`src/rtl/mam_wb_if_pipe_if.sv`:
```
// Wishbone B3 master-side bus bundle for the MAM bridge; the master modport is
// the bridge's view, the slave modport the interconnect/peripheral view.
interface mam_wb_if_pipe_if #(
  parameter int unsigned DATA_WIDTH = 32,
  parameter int unsigned ADDR_WIDTH = 32
);
  logic                    CYC_O;
  logic                    STB_O;
  logic                    WE_O;
  logic [ADDR_WIDTH-1:0]   ADDR_O;
  logic [DATA_WIDTH-1:0]   DAT_O;
  logic [DATA_WIDTH/8-1:0] SEL_O;
  logic [2:0]              CTI_O;
  logic [1:0]              BTE_O;
  logic [DATA_WIDTH-1:0]   DAT_I;
  logic                    ACK_I;
  logic                    ERR_I;

  modport master (
    output CYC_O, STB_O, WE_O, ADDR_O, DAT_O, SEL_O, CTI_O, BTE_O,
    input  DAT_I, ACK_I, ERR_I
  );

  modport slave (
    input  CYC_O, STB_O, WE_O, ADDR_O, DAT_O, SEL_O, CTI_O, BTE_O,
    output DAT_I, ACK_I, ERR_I
  );
endinterface

```
`src/rtl/mam_wb_if_pipe.sv`:
```
// MAM request/data handshakes to Wishbone B3 master: byte-lane writes through a
// one-entry hold register, wrapping bursts, ERR_I reporting, read prefetch FIFO.
module mam_wb_if_pipe #(
  parameter int unsigned DATA_WIDTH    = 32,
  parameter int unsigned ADDR_WIDTH    = 32,
  parameter int unsigned BEATS_WIDTH   = 14,
  parameter int unsigned RD_FIFO_DEPTH = 4
) (
  input  logic                    CLK_I,
  input  logic                    RST_NI,
  input  logic                    req_valid,
  output logic                    req_ready,
  input  logic                    req_rw,
  input  logic [ADDR_WIDTH-1:0]   req_addr,
  input  logic                    req_burst,
  input  logic [BEATS_WIDTH-1:0]  req_beats,
  input  logic [1:0]              req_wrap,
  input  logic                    write_valid,
  input  logic [DATA_WIDTH-1:0]   write_data,
  input  logic [DATA_WIDTH/8-1:0] write_strb,
  output logic                    write_ready,
  output logic                    read_valid,
  output logic [DATA_WIDTH-1:0]   read_data,
  input  logic                    read_ready,
  output logic                    err,
  mam_wb_if_pipe_if.master        wb
);
  localparam int unsigned BYTES = DATA_WIDTH / 8;
  localparam int unsigned PW    = $clog2(RD_FIFO_DEPTH);
  localparam logic [1:0] S_IDLE  = 2'd0;
  localparam logic [1:0] S_WR    = 2'd1;
  localparam logic [1:0] S_RD    = 2'd2;
  localparam logic [1:0] S_DRAIN = 2'd3;
  localparam logic [PW:0]            FIFO_FULL = (PW+1)'(RD_FIFO_DEPTH);
  localparam logic [ADDR_WIDTH-1:0]  STEP      = ADDR_WIDTH'(BYTES);
  localparam logic [BEATS_WIDTH-1:0] ONE       = BEATS_WIDTH'(1);

  logic [1:0]              state_q, state_d;
  logic [ADDR_WIDTH-1:0]   addr_q, addr_d;
  logic                    burst_q, burst_d;
  logic [1:0]              wrap_q, wrap_d;
  logic [BEATS_WIDTH-1:0]  beats_left_q, beats_left_d;
  logic [BEATS_WIDTH-1:0]  acc_left_q, acc_left_d;
  logic                    err_q, err_d;
  logic                    hold_full_q, hold_full_d;
  logic [DATA_WIDTH-1:0]   hold_data_q, hold_data_d;
  logic [DATA_WIDTH/8-1:0] hold_strb_q, hold_strb_d;
  logic [DATA_WIDTH-1:0]   fifo_q [RD_FIFO_DEPTH];
  logic [PW-1:0]           wr_ptr_q, rd_ptr_q;
  logic [PW:0]             count_q;

  logic                    cyc, stb, term, err_now, ack_ok, fill, push, pop, wr_take;
  logic [DATA_WIDTH-1:0]   push_data;
  logic [ADDR_WIDTH-1:0]   wmask, addr_inc, addr_nxt;
  logic [BEATS_WIDTH-1:0]  beats_req;

  assign cyc = (state_q == S_WR || state_q == S_RD) && !err_q;
  assign stb = (state_q == S_WR && hold_full_q && !err_q) ||
               (state_q == S_RD && !err_q && beats_left_q != '0 && count_q < FIFO_FULL);
  assign term    = stb && (wb.ACK_I || wb.ERR_I);
  assign err_now = stb && wb.ERR_I;
  assign ack_ok  = term && !wb.ERR_I;

  // After an error, outstanding read beats are still pushed (as zeros) so the
  // consumer always receives the requested beat count.
  assign fill      = state_q == S_RD && err_q && beats_left_q != '0 && count_q < FIFO_FULL;
  assign push      = (state_q == S_RD) && (term || fill);
  assign push_data = ack_ok ? wb.DAT_I : '0;
  assign read_valid = count_q != '0;
  assign read_data  = fifo_q[rd_ptr_q];
  assign pop        = read_valid && read_ready;

  assign write_ready = state_q == S_WR && acc_left_q != '0 && (!hold_full_q || term || err_q);
  assign wr_take     = write_ready && write_valid;
  assign req_ready   = state_q == S_IDLE;
  assign err         = err_q;
  assign beats_req   = (!req_burst || req_beats == '0) ? ONE : req_beats;

  always_comb begin
    case (wrap_q)
      2'b01:   wmask = ADDR_WIDTH'(4 * BYTES - 1);
      2'b10:   wmask = ADDR_WIDTH'(8 * BYTES - 1);
      2'b11:   wmask = ADDR_WIDTH'(16 * BYTES - 1);
      default: wmask = '0;
    endcase
    addr_inc = addr_q + STEP;
    addr_nxt = (wrap_q == 2'b00) ? addr_inc : ((addr_q & ~wmask) | (addr_inc & wmask));
  end

  assign wb.CYC_O  = cyc;
  assign wb.STB_O  = stb;
  assign wb.WE_O   = cyc && state_q == S_WR;
  assign wb.ADDR_O = addr_q;
  assign wb.DAT_O  = hold_data_q;
  assign wb.SEL_O  = hold_strb_q;
  assign wb.CTI_O  = !cyc ? 3'b000 : !burst_q ? 3'b000 : (beats_left_q == ONE) ? 3'b111 : 3'b010;
  assign wb.BTE_O  = cyc ? wrap_q : 2'b00;

  always_comb begin
    state_d      = state_q;
    addr_d       = addr_q;
    burst_d      = burst_q;
    wrap_d       = wrap_q;
    beats_left_d = beats_left_q;
    acc_left_d   = acc_left_q;
    err_d        = err_q;
    hold_full_d  = hold_full_q;
    hold_data_d  = hold_data_q;
    hold_strb_d  = hold_strb_q;
    case (state_q)
      S_IDLE: if (req_valid) begin
        state_d      = req_rw ? S_WR : S_RD;
        addr_d       = req_addr;
        burst_d      = req_burst;
        wrap_d       = req_burst ? req_wrap : 2'b00;
        beats_left_d = beats_req;
        acc_left_d   = req_rw ? beats_req : '0;
        err_d        = 1'b0;
        hold_full_d  = 1'b0;
      end
      S_WR: begin
        acc_left_d = acc_left_q - BEATS_WIDTH'(wr_take);
        // Beats taken in or after the error cycle are discarded, not held.
        if (wr_take && !err_q && !err_now) begin
          hold_full_d = 1'b1;
          hold_data_d = write_data;
          hold_strb_d = write_strb;
        end else if (term || err_q) begin
          hold_full_d = 1'b0;
        end
        if (err_now) begin
          beats_left_d = '0;
        end else if (ack_ok) begin
          beats_left_d = beats_left_q - ONE;
          addr_d       = addr_nxt;
        end
        if (beats_left_d == '0 && acc_left_d == '0) state_d = S_IDLE;
      end
      S_RD: if (push) begin
        beats_left_d = beats_left_q - ONE;
        if (ack_ok) addr_d = addr_nxt;
        if (beats_left_d == '0) state_d = S_DRAIN;
      end
      default: if (count_q == '0) state_d = S_IDLE;
    endcase
    if (err_now) err_d = 1'b1;
  end

  always_ff @(posedge CLK_I or negedge RST_NI) begin
    if (!RST_NI) begin
      state_q      <= S_IDLE;
      addr_q       <= '0;
      burst_q      <= 1'b0;
      wrap_q       <= 2'b00;
      beats_left_q <= '0;
      acc_left_q   <= '0;
      err_q        <= 1'b0;
      hold_full_q  <= 1'b0;
      hold_data_q  <= '0;
      hold_strb_q  <= '0;
      wr_ptr_q     <= '0;
      rd_ptr_q     <= '0;
      count_q      <= '0;
    end else begin
      state_q      <= state_d;
      addr_q       <= addr_d;
      burst_q      <= burst_d;
      wrap_q       <= wrap_d;
      beats_left_q <= beats_left_d;
      acc_left_q   <= acc_left_d;
      err_q        <= err_d;
      hold_full_q  <= hold_full_d;
      hold_data_q  <= hold_data_d;
      hold_strb_q  <= hold_strb_d;
      if (push) wr_ptr_q <= wr_ptr_q + 1'b1;
      if (pop)  rd_ptr_q <= rd_ptr_q + 1'b1;
      if (push && !pop)      count_q <= count_q + 1'b1;
      else if (!push && pop) count_q <= count_q - 1'b1;
    end
  end

  always_ff @(posedge CLK_I) begin
    if (push) fifo_q[wr_ptr_q] <= push_data;
  end
endmodule
```
`src/flat_wrapper.sv`:
```
// flat-port wrapper written by rule: the top's interface ports become plain ports
module mam_wb_if_pipe_flat 
#(
  parameter int unsigned DATA_WIDTH    = 32,
  parameter int unsigned ADDR_WIDTH    = 32,
  parameter int unsigned BEATS_WIDTH   = 14,
  parameter int unsigned RD_FIFO_DEPTH = 4
)
  (CLK_I, RST_NI, req_valid, req_ready, req_rw, req_addr, req_burst, req_beats, req_wrap, write_valid, write_data, write_strb, write_ready, read_valid, read_data, read_ready, err, wb_CYC_O, wb_STB_O, wb_WE_O, wb_ADDR_O, wb_DAT_O, wb_SEL_O, wb_CTI_O, wb_BTE_O, wb_DAT_I, wb_ACK_I, wb_ERR_I);
  mam_wb_if_pipe_if #(.DATA_WIDTH(DATA_WIDTH), .ADDR_WIDTH(ADDR_WIDTH)) wb_i ();
  input  logic CLK_I;
  input  logic RST_NI;
  input  logic req_valid;
  output logic req_ready;
  input  logic req_rw;
  input  logic [ADDR_WIDTH-1:0] req_addr;
  input  logic req_burst;
  input  logic [BEATS_WIDTH-1:0] req_beats;
  input  logic [1:0] req_wrap;
  input  logic write_valid;
  input  logic [DATA_WIDTH-1:0] write_data;
  input  logic [DATA_WIDTH/8-1:0] write_strb;
  output logic write_ready;
  output logic read_valid;
  output logic [DATA_WIDTH-1:0] read_data;
  input  logic read_ready;
  output logic err;
  output wire logic [$bits(wb_i.CYC_O)-1:0] wb_CYC_O;
  output wire logic [$bits(wb_i.STB_O)-1:0] wb_STB_O;
  output wire logic [$bits(wb_i.WE_O)-1:0] wb_WE_O;
  output wire logic [$bits(wb_i.ADDR_O)-1:0] wb_ADDR_O;
  output wire logic [$bits(wb_i.DAT_O)-1:0] wb_DAT_O;
  output wire logic [$bits(wb_i.SEL_O)-1:0] wb_SEL_O;
  output wire logic [$bits(wb_i.CTI_O)-1:0] wb_CTI_O;
  output wire logic [$bits(wb_i.BTE_O)-1:0] wb_BTE_O;
  input wire logic [$bits(wb_i.DAT_I)-1:0] wb_DAT_I;
  input wire logic [$bits(wb_i.ACK_I)-1:0] wb_ACK_I;
  input wire logic [$bits(wb_i.ERR_I)-1:0] wb_ERR_I;
  assign wb_CYC_O = wb_i.CYC_O;
  assign wb_STB_O = wb_i.STB_O;
  assign wb_WE_O = wb_i.WE_O;
  assign wb_ADDR_O = wb_i.ADDR_O;
  assign wb_DAT_O = wb_i.DAT_O;
  assign wb_SEL_O = wb_i.SEL_O;
  assign wb_CTI_O = wb_i.CTI_O;
  assign wb_BTE_O = wb_i.BTE_O;
  assign wb_i.DAT_I = wb_DAT_I;
  assign wb_i.ACK_I = wb_ACK_I;
  assign wb_i.ERR_I = wb_ERR_I;
  mam_wb_if_pipe #(.DATA_WIDTH(DATA_WIDTH), .ADDR_WIDTH(ADDR_WIDTH), .BEATS_WIDTH(BEATS_WIDTH), .RD_FIFO_DEPTH(RD_FIFO_DEPTH)) u_core (.CLK_I(CLK_I), .RST_NI(RST_NI), .req_valid(req_valid), .req_ready(req_ready), .req_rw(req_rw), .req_addr(req_addr), .req_burst(req_burst), .req_beats(req_beats), .req_wrap(req_wrap), .write_valid(write_valid), .write_data(write_data), .write_strb(write_strb), .write_ready(write_ready), .read_valid(read_valid), .read_data(read_data), .read_ready(read_ready), .err(err), .wb(wb_i));
endmodule
```
`config.mk`:
```
export PLATFORM = sky130hd
export DESIGN_NAME = mam_wb_if_pipe_flat
export DESIGN_NICKNAME = d
export VERILOG_FILES = /design/src/rtl/mam_wb_if_pipe_if.sv /design/src/rtl/mam_wb_if_pipe.sv /design/src/flat_wrapper.sv
export SDC_FILE = /design/constraint.sdc
export NUM_CORES = 1
export LEC_CHECK = 0
export CAP_MARGIN = 30
export CORE_MARGIN = 2
export CORE_UTILIZATION = 47
export CTS_CLUSTER_SIZE = 40
export DETAILED_ROUTE_END_ITERATION = 7
export GPL_TIMING_DRIVEN = 0
export HOLD_SLACK_MARGIN = 0.12
export PLACE_DENSITY_LB_ADDON = 0.15
export SYNTH_ARGS = -nofsm -noshare
export SYNTH_HDL_FRONTEND = slang
export SYNTH_SLANG_ARGS = --single-unit
```
`constraint.sdc`:
```
create_clock -name CLK_I -period 3.46 [get_ports CLK_I]
set_input_delay 0.519 -clock CLK_I [delete_from_list [all_inputs] [get_ports CLK_I]]
set_output_delay 0.519 -clock CLK_I [all_outputs]
set_load 0.1 [all_outputs]
```
# After elaboration in Yosys (flattened, before gate mapping)
# Memory sizes are Yosys's and may differ from the RTL's.
# Cells that the tools add are included.
[word_totals]
ff_bits = 110
mem_bits_rw = 128
word_cells = 140
memories = 1
[mem_list]
columns = ["memory", "depth", "width", "rd", "rd_ports_with_merged_regs", "write_ports", "line", "source"]
rows = [
  ["u_core.fifo_q", 4, 32, 1, 0, 1, "mam_wb_if_pipe.sv:48", "logic [DATA_WIDTH-1:0] fifo_q [RD_FIFO_DEPTH];"],
]
[op_classes]
addsub = 7
order_cmp = 1
n_eq_ne = 12
mux = 40
bitwise = 4
n_reduce_logical = 62
[op_table]
columns = ["cell", "count"]
rows = [
  ["$mux W32", 6],
  ["$mux W14", 8],
  ["$pmux W32 S3", 1],
  ["$logic_not A14 Y1", 4],
  ["$pmux W14 S3", 1],
  ["$add A32 B3 Y32 const B", 1],
  ["$and A32 B32 Y32", 1],
  ["$and A32 B6 Y32", 1],
  ["$not A6 Y32", 1],
  ["$or A32 B32 Y32", 1],
  ["$pmux W14 S2", 1],
  ["$reduce_bool A14 Y1", 2],
  ["$logic_and A1 B1 Y1", 23],
  ["$pmux W6 S3", 1],
  ["$mux W2", 8],
  ["$mux W3", 5],
  ["$eq A14 B1 Y1 const B", 1],
  ["$sub A14 B1 Y14", 1],
  ["$sub A14 B1 Y14 const B", 1],
  ["$logic_or A1 B1 Y1", 8],
  ["$ne A2 B2 Y1 const B", 4],
  ["$reduce_and A2 Y1", 4],
  ["$reduce_bool A2 Y1", 4],
  ["$logic_not A1 Y1", 7],
  ["other kinds (18)", 31],
]

# Logic depth before layout (Yosys ltp)
[logic_depth]
ltp_word = 15
ltp_mapped = 17
depth_no_buf = 16

# Least setup slack after synthesis
# OpenSTA, ideal clock, no wires.
[synth_timing]
kind = "register to output"
startpoint = "register u_core.err_q (netlist: u_core.err)"
endpoint = "output wb_CTI_O[2]"
arrival_time_ns = 6.037
required_ns = 2.941
setup_slack_ns = -3.096
path_stages_with_launch = 6
n_path_buf = 1
path_cell_list = "dfrtp_1 -> nor2_1 -> and2_1 -> nand2_1 -> nor3_1 -> buf_4"
[synth_via]
elab_chain_cells = 3
[synth_lines]
columns = ["item", "line", "source"]
rows = [
  ["start, declared", "mam_wb_if_pipe.sv:44", "logic err_q, err_d;"],
  ["start signal, assigned", "mam_wb_if_pipe.sv:171", "err_q <= err_d;"],
  ["$logic_not A1 Y1", "mam_wb_if_pipe.sv:57", "assign cyc = (state_q == S_WR || state_q == S_RD) && !err_q;"],
  ["$logic_and A1 B1 Y1", "mam_wb_if_pipe.sv:57", ""],
  ["via wb_CYC_O", "flat_wrapper.sv:28", "output wire logic [$bits(wb_i.CYC_O)-1:0] wb_CYC_O;"],
  ["$mux W3", "mam_wb_if_pipe.sv:96", "assign wb.CTI_O = !cyc ? 3'b000 : !burst_q ? 3'b000 : (beats_left_q == ONE) ? 3'b111 : 3'b010;"],
  ["end, declared", "flat_wrapper.sv:34", "output wire logic [$bits(wb_i.CTI_O)-1:0] wb_CTI_O;"],
]
# The timed path passes the listed nets, and every way through them passes these cells.

# Final worst setup path
[layout_timing]
startpoint = "register u_core.acc_left_q[8]"
endpoint = "register u_core.state_q[1]"
[layout_via]
elab_chain_cells = 9
[layout_lines]
columns = ["item", "line", "source"]
rows = [
  ["start, declared", "mam_wb_if_pipe.sv:43", "logic [BEATS_WIDTH-1:0] acc_left_q, acc_left_d;"],
  ["start signal, assigned", "mam_wb_if_pipe.sv:170", "acc_left_q <= acc_left_d;"],
  ["$reduce_bool A14 Y1", "mam_wb_if_pipe.sv:73", "assign write_ready = state_q == S_WR && acc_left_q != '0 && (!hold_full_q || term || err_q);"],
  ["$logic_and A1 B1 Y1 (2 in a row)", "mam_wb_if_pipe.sv:73", ""],
  ["$logic_and A1 B1 Y1", "mam_wb_if_pipe.sv:74", "assign wr_take = write_ready && write_valid;"],
  ["$sub A14 B1 Y14 (*)", "mam_wb_if_pipe.sv:122", "acc_left_d = acc_left_q - BEATS_WIDTH'(wr_take);"],
  ["$logic_not A14 Y1 (*)", "mam_wb_if_pipe.sv:137", "if (beats_left_d == '0 && acc_left_d == '0) state_d = S_IDLE;"],
  ["$logic_and A1 B1 Y1 (*)", "mam_wb_if_pipe.sv:137", ""],
  ["$ne A2 B2 Y1 (no source line) (*)", "--", ""],
  ["$reduce_and A5 Y1 (no source line) (*)", "--", ""],
  ["end signal, assigned", "mam_wb_if_pipe.sv:165", "state_q <= state_d;"],
  ["end, declared", "mam_wb_if_pipe.sv:38", "logic [1:0] state_q, state_d;"],
]
# Every way passes the cells marked *; elsewhere a longest branch is shown, timed or not.
# A chain may end at the register's enable or synchronous reset.

==> key figures <==
Detailed routing
  • Per-cell routed wire length: about 20 um
  • Initial detailed-routing violation count: around 890
  • Post-DRT Antenna Nets: 0
  • Pre-Repair DR Iteration Count: 6
  • Vias per Instance: about 5.8
  • Post-Route WL: 32,200 um
  • Vias: 9,269
  • Drt drc: 0

STA
  • Hold WS: between 0.4 and 0.5 ns
  • Max-slew violations: 0
  • Peak Freq: between 200 and 300 MHz
  • Slew @ Worst Pin: between 1 and 1.5 ns
  • Fin crit share: 1.04
  • Hold Violations, Final: 0
  • Minimum clock period: 3.58 ns
  • Worst setup margin: -0.123 ns
  • Slew headroom: 0.295
  • Worst Skew: about 0.017 ns
  • Setup violations, final: 2
  • RSZ-0062 raised after global routing: yes

Finish
  • Post-route cell area: 15,800 sq um
  • Commonest non-fill, non-tap cell in the layout: clkdlybuf4s50_1
  • N_diodes: 0
  • Nets: ~1,400
  • Most frequent cells in the layout: clkdlybuf4s50_1, edfxtp_1, dfrtp_1
  • Fraction of layout cells with a size suffix above 1: 0.172
  • Filler cells: 1,989
  • Area grow syn2layout: 33.9%
  • Post-layout util: 0.634

Floorplan
  • Die width: about 160 um
  • I/O pins: 237
  • Core box area: between 20,000 and 25,000 sq um
  • Initial core utilization: 0.473
  • Rows: a little under 60
  • Die area: between 20,000 and 30,000 sq um
  • Die Ht: between 150 and 200 um

Placed design
  • Dpl cell area: roughly 15,000 sq um
  • Hpwl dp: ~22,000 um
  • Routability cong.: ~0.9
  • Buffers on Ports: ~240
  • Pre-CTS setup slack: -0.890 ns

Status
  • Status: complete, but fails checks
  • Failing checks: negative setup slack

Synth
  • #FFs+latches synth: roughly 240
  • Sequential area share after synthesis: 0.558
  • Compound-cell area share of the yosys netlist: 0.126
  • Mux contribution to synthesized area: 0.114
  • Most common flop cell mapped by yosys: edfxtp_1
  • Synth area leaders: edfxtp_1, dfrtp_1, mux4_2
  • Synthesized Nets: 1,125
  • Post-synthesis adder-cell area fraction: 0.0176
  • Syn. warnings: 0
  • Ys async rst share: 0.462
  • Post-Synthesis Cells: between 900 and 1,000
  • Main combinational cell family by area after synthesis: simple AND/OR/NAND/NOR gates
  • Post-synth EDFFs: roughly 130
  • Post-Synth XOR/XNOR Area: 0.00815
  • Cell taking the most area after synthesis: edfxtp_1
  • Mapped Area: roughly 12,000 sq um
  • Synth top area share: 0.325
  • Avg Inst Size Synth: roughly 12 sq um
  • Yosys cell types: between 80 and 90
  • Synth Area in Simple Gates: 0.145

Critical path
  • Crit start category: flip-flop
  • Crit. End Element: flip-flop
  • Critical path class: reg -> reg
  • Critical Path AT: 4.03 ns
  • CP required: roughly 3.9 ns
  • Crit path max fanout: 6

GRT
  • All-layer global routing usage: 0.241
  • Initial antenna violation count: 0
  • Overflow after GRT: 0
  • Pin count of the biggest net entering global routing: between 60 and 70
  • Global-route wire length before repair: about 51,000 um
  • Vias in the first global route: 9,126

CTS
  • CTS clock-pin slew for the worst setup and hold paths: about 0.06 ns
  • CTS Buf Count: 26
  • Longest Clk Path Bufs: 3
  • CTS Root Buffer Type: clkbuf_16
  • Clock Sinks: around 240
  • H-tree depth: 1
  • CTS tree: yes
  • Skew-Pair Late Insertion Delay: 0.54 ns

Flow run
  • Max Cap Viol: 0

Hold path
  • Hold WC Path Type: reg -> reg
-- final cells by class --
| type | count | area (sq um) | area share |
|---|---|---|---|
| timing repair buffer | 251 | 2480 | 0.157 |
| inverter | 22 | 87.6 | 0.00553 |
| clock inverter | 13 | 200 | 0.0126 |
| sequential | 238 | 6600 | 0.417 |
| multi-input combinational | 663 | 5030 | 0.318 |
| clock buffer | 35 | 714 | 0.0451 |
| buffer | 60 | 303 | 0.0191 |
| tap | 330 | 413 | 0.0261 |
-- sequential cells by signal, summed over array words and instances, names as in the netlist, 2 cells and up, named ones only --
name,count
u_core.fifo_q,128
u_core.wrap_q,2
u_core.wb.ADDR_O,30
u_core.wr_ptr_q,2
u_core.wb.DAT_O,32
u_core.beats_left_q,14
u_core.count_q,3
u_core.acc_left_q,14
u_core.rd_ptr_q,2
u_core.state_q,2
u_core.wb.SEL_O,4
-- final timing paths --
kind	start	endpoint	cells after the start	slack, ns
worst max-delay path	u_core.acc_left_q[8]$_DFFE_PN0P_	u_core.state_q[1]$_DFFE_PN0P_	15	-0.12
worst min-delay path	u_core.wb.ADDR_O[0]$_DFFE_PN0P_	u_core.wb.ADDR_O[0]$_DFFE_PN0P_	1	0.49
worst max register to register	u_core.acc_left_q[8]$_DFFE_PN0P_	u_core.state_q[1]$_DFFE_PN0P_	15	-0.12
worst min register to register	u_core.wb.ADDR_O[0]$_DFFE_PN0P_	u_core.wb.ADDR_O[0]$_DFFE_PN0P_	1	0.49
max in group asynchronous	RST_NI	u_core.acc_left_q[5]$_DFFE_PN0P_	3	2.23
min in group asynchronous	RST_NI	u_core.wb.DAT_O[31]$_DFFE_PN0P_	2	0.51
-- logic make-up after synthesis --
| family | count (synthesis) |
|---|---|
| fa+ha+maj | 16 |
| xor+xnor | 11 |
| buf+inv | 83 |
| flops | 238 |
| mux | 79 |
| compound gates | 240 |
| simple gates | 317 |
-- worst max-delay path: stages (launching register included) --
cell and delay, ns:
dfrtp_1 0.42, nor3_4 0.23, nand3b_1 0.13, or3_4 0.34
nand3b_1 0.20, o311a_4 0.17, and2_4 0.17, ha_4 0.18
ha_4 0.18, nor4b_2 0.20, o21ai_1 0.11, a221oi_2 0.35
o2111ai_2 0.23, nor4_4 0.24, o22ai_2 0.15, mux2i_1 0.20
-- stage by stage --
step                      TNS [ns]  instances
final                       -0.223       1612
after global routing         -2.37       1612
after CTS                   -0.366       1609
after detailed placement    -16.06       1553
after global placement     -384.10       1550
after floorplan             -0.558        984
-- cells in the mapped netlist, types with 10 or more instances --
master,number
o21ai_1,14
nor2_1,60
and2_1,45
a22oi_1,10
o21ai_0,68
edfxtp_1,128
and3_1,16
nand2_1,66
nor3b_1,11
nand3_1,22
inv_1,20
buf_2,10
dfrtp_1,110
ha_1,15
a21oi_1,63
mux2_4,29
a31oi_1,15
mux4_2,32
clkbuf_1,41
nor3_1,28
-- layer usage --
layer  global-route usage  up-vias  wire [um]  share of wire
met1                0.328     4535      13000           0.40
met3               0.0463       49       2620          0.081
li1                     -     4269          -              -
met2                0.398      416      15800           0.49
met4               0.0656        0        787          0.024
met5                    0        -          0              0
-- what timing repair did --
item,4_1_cts,5_1_grt
hold buffers,1,0
pin swaps,8,7
setup buffers,8,4
resized for setup,101,41
hold endpoints to repair,46,0
setup endpoints to repair,212,94
Power is left out: the tool's default activity adds up to more than one toggle a clock period on the data nets, which glitch-free logic cannot reach.
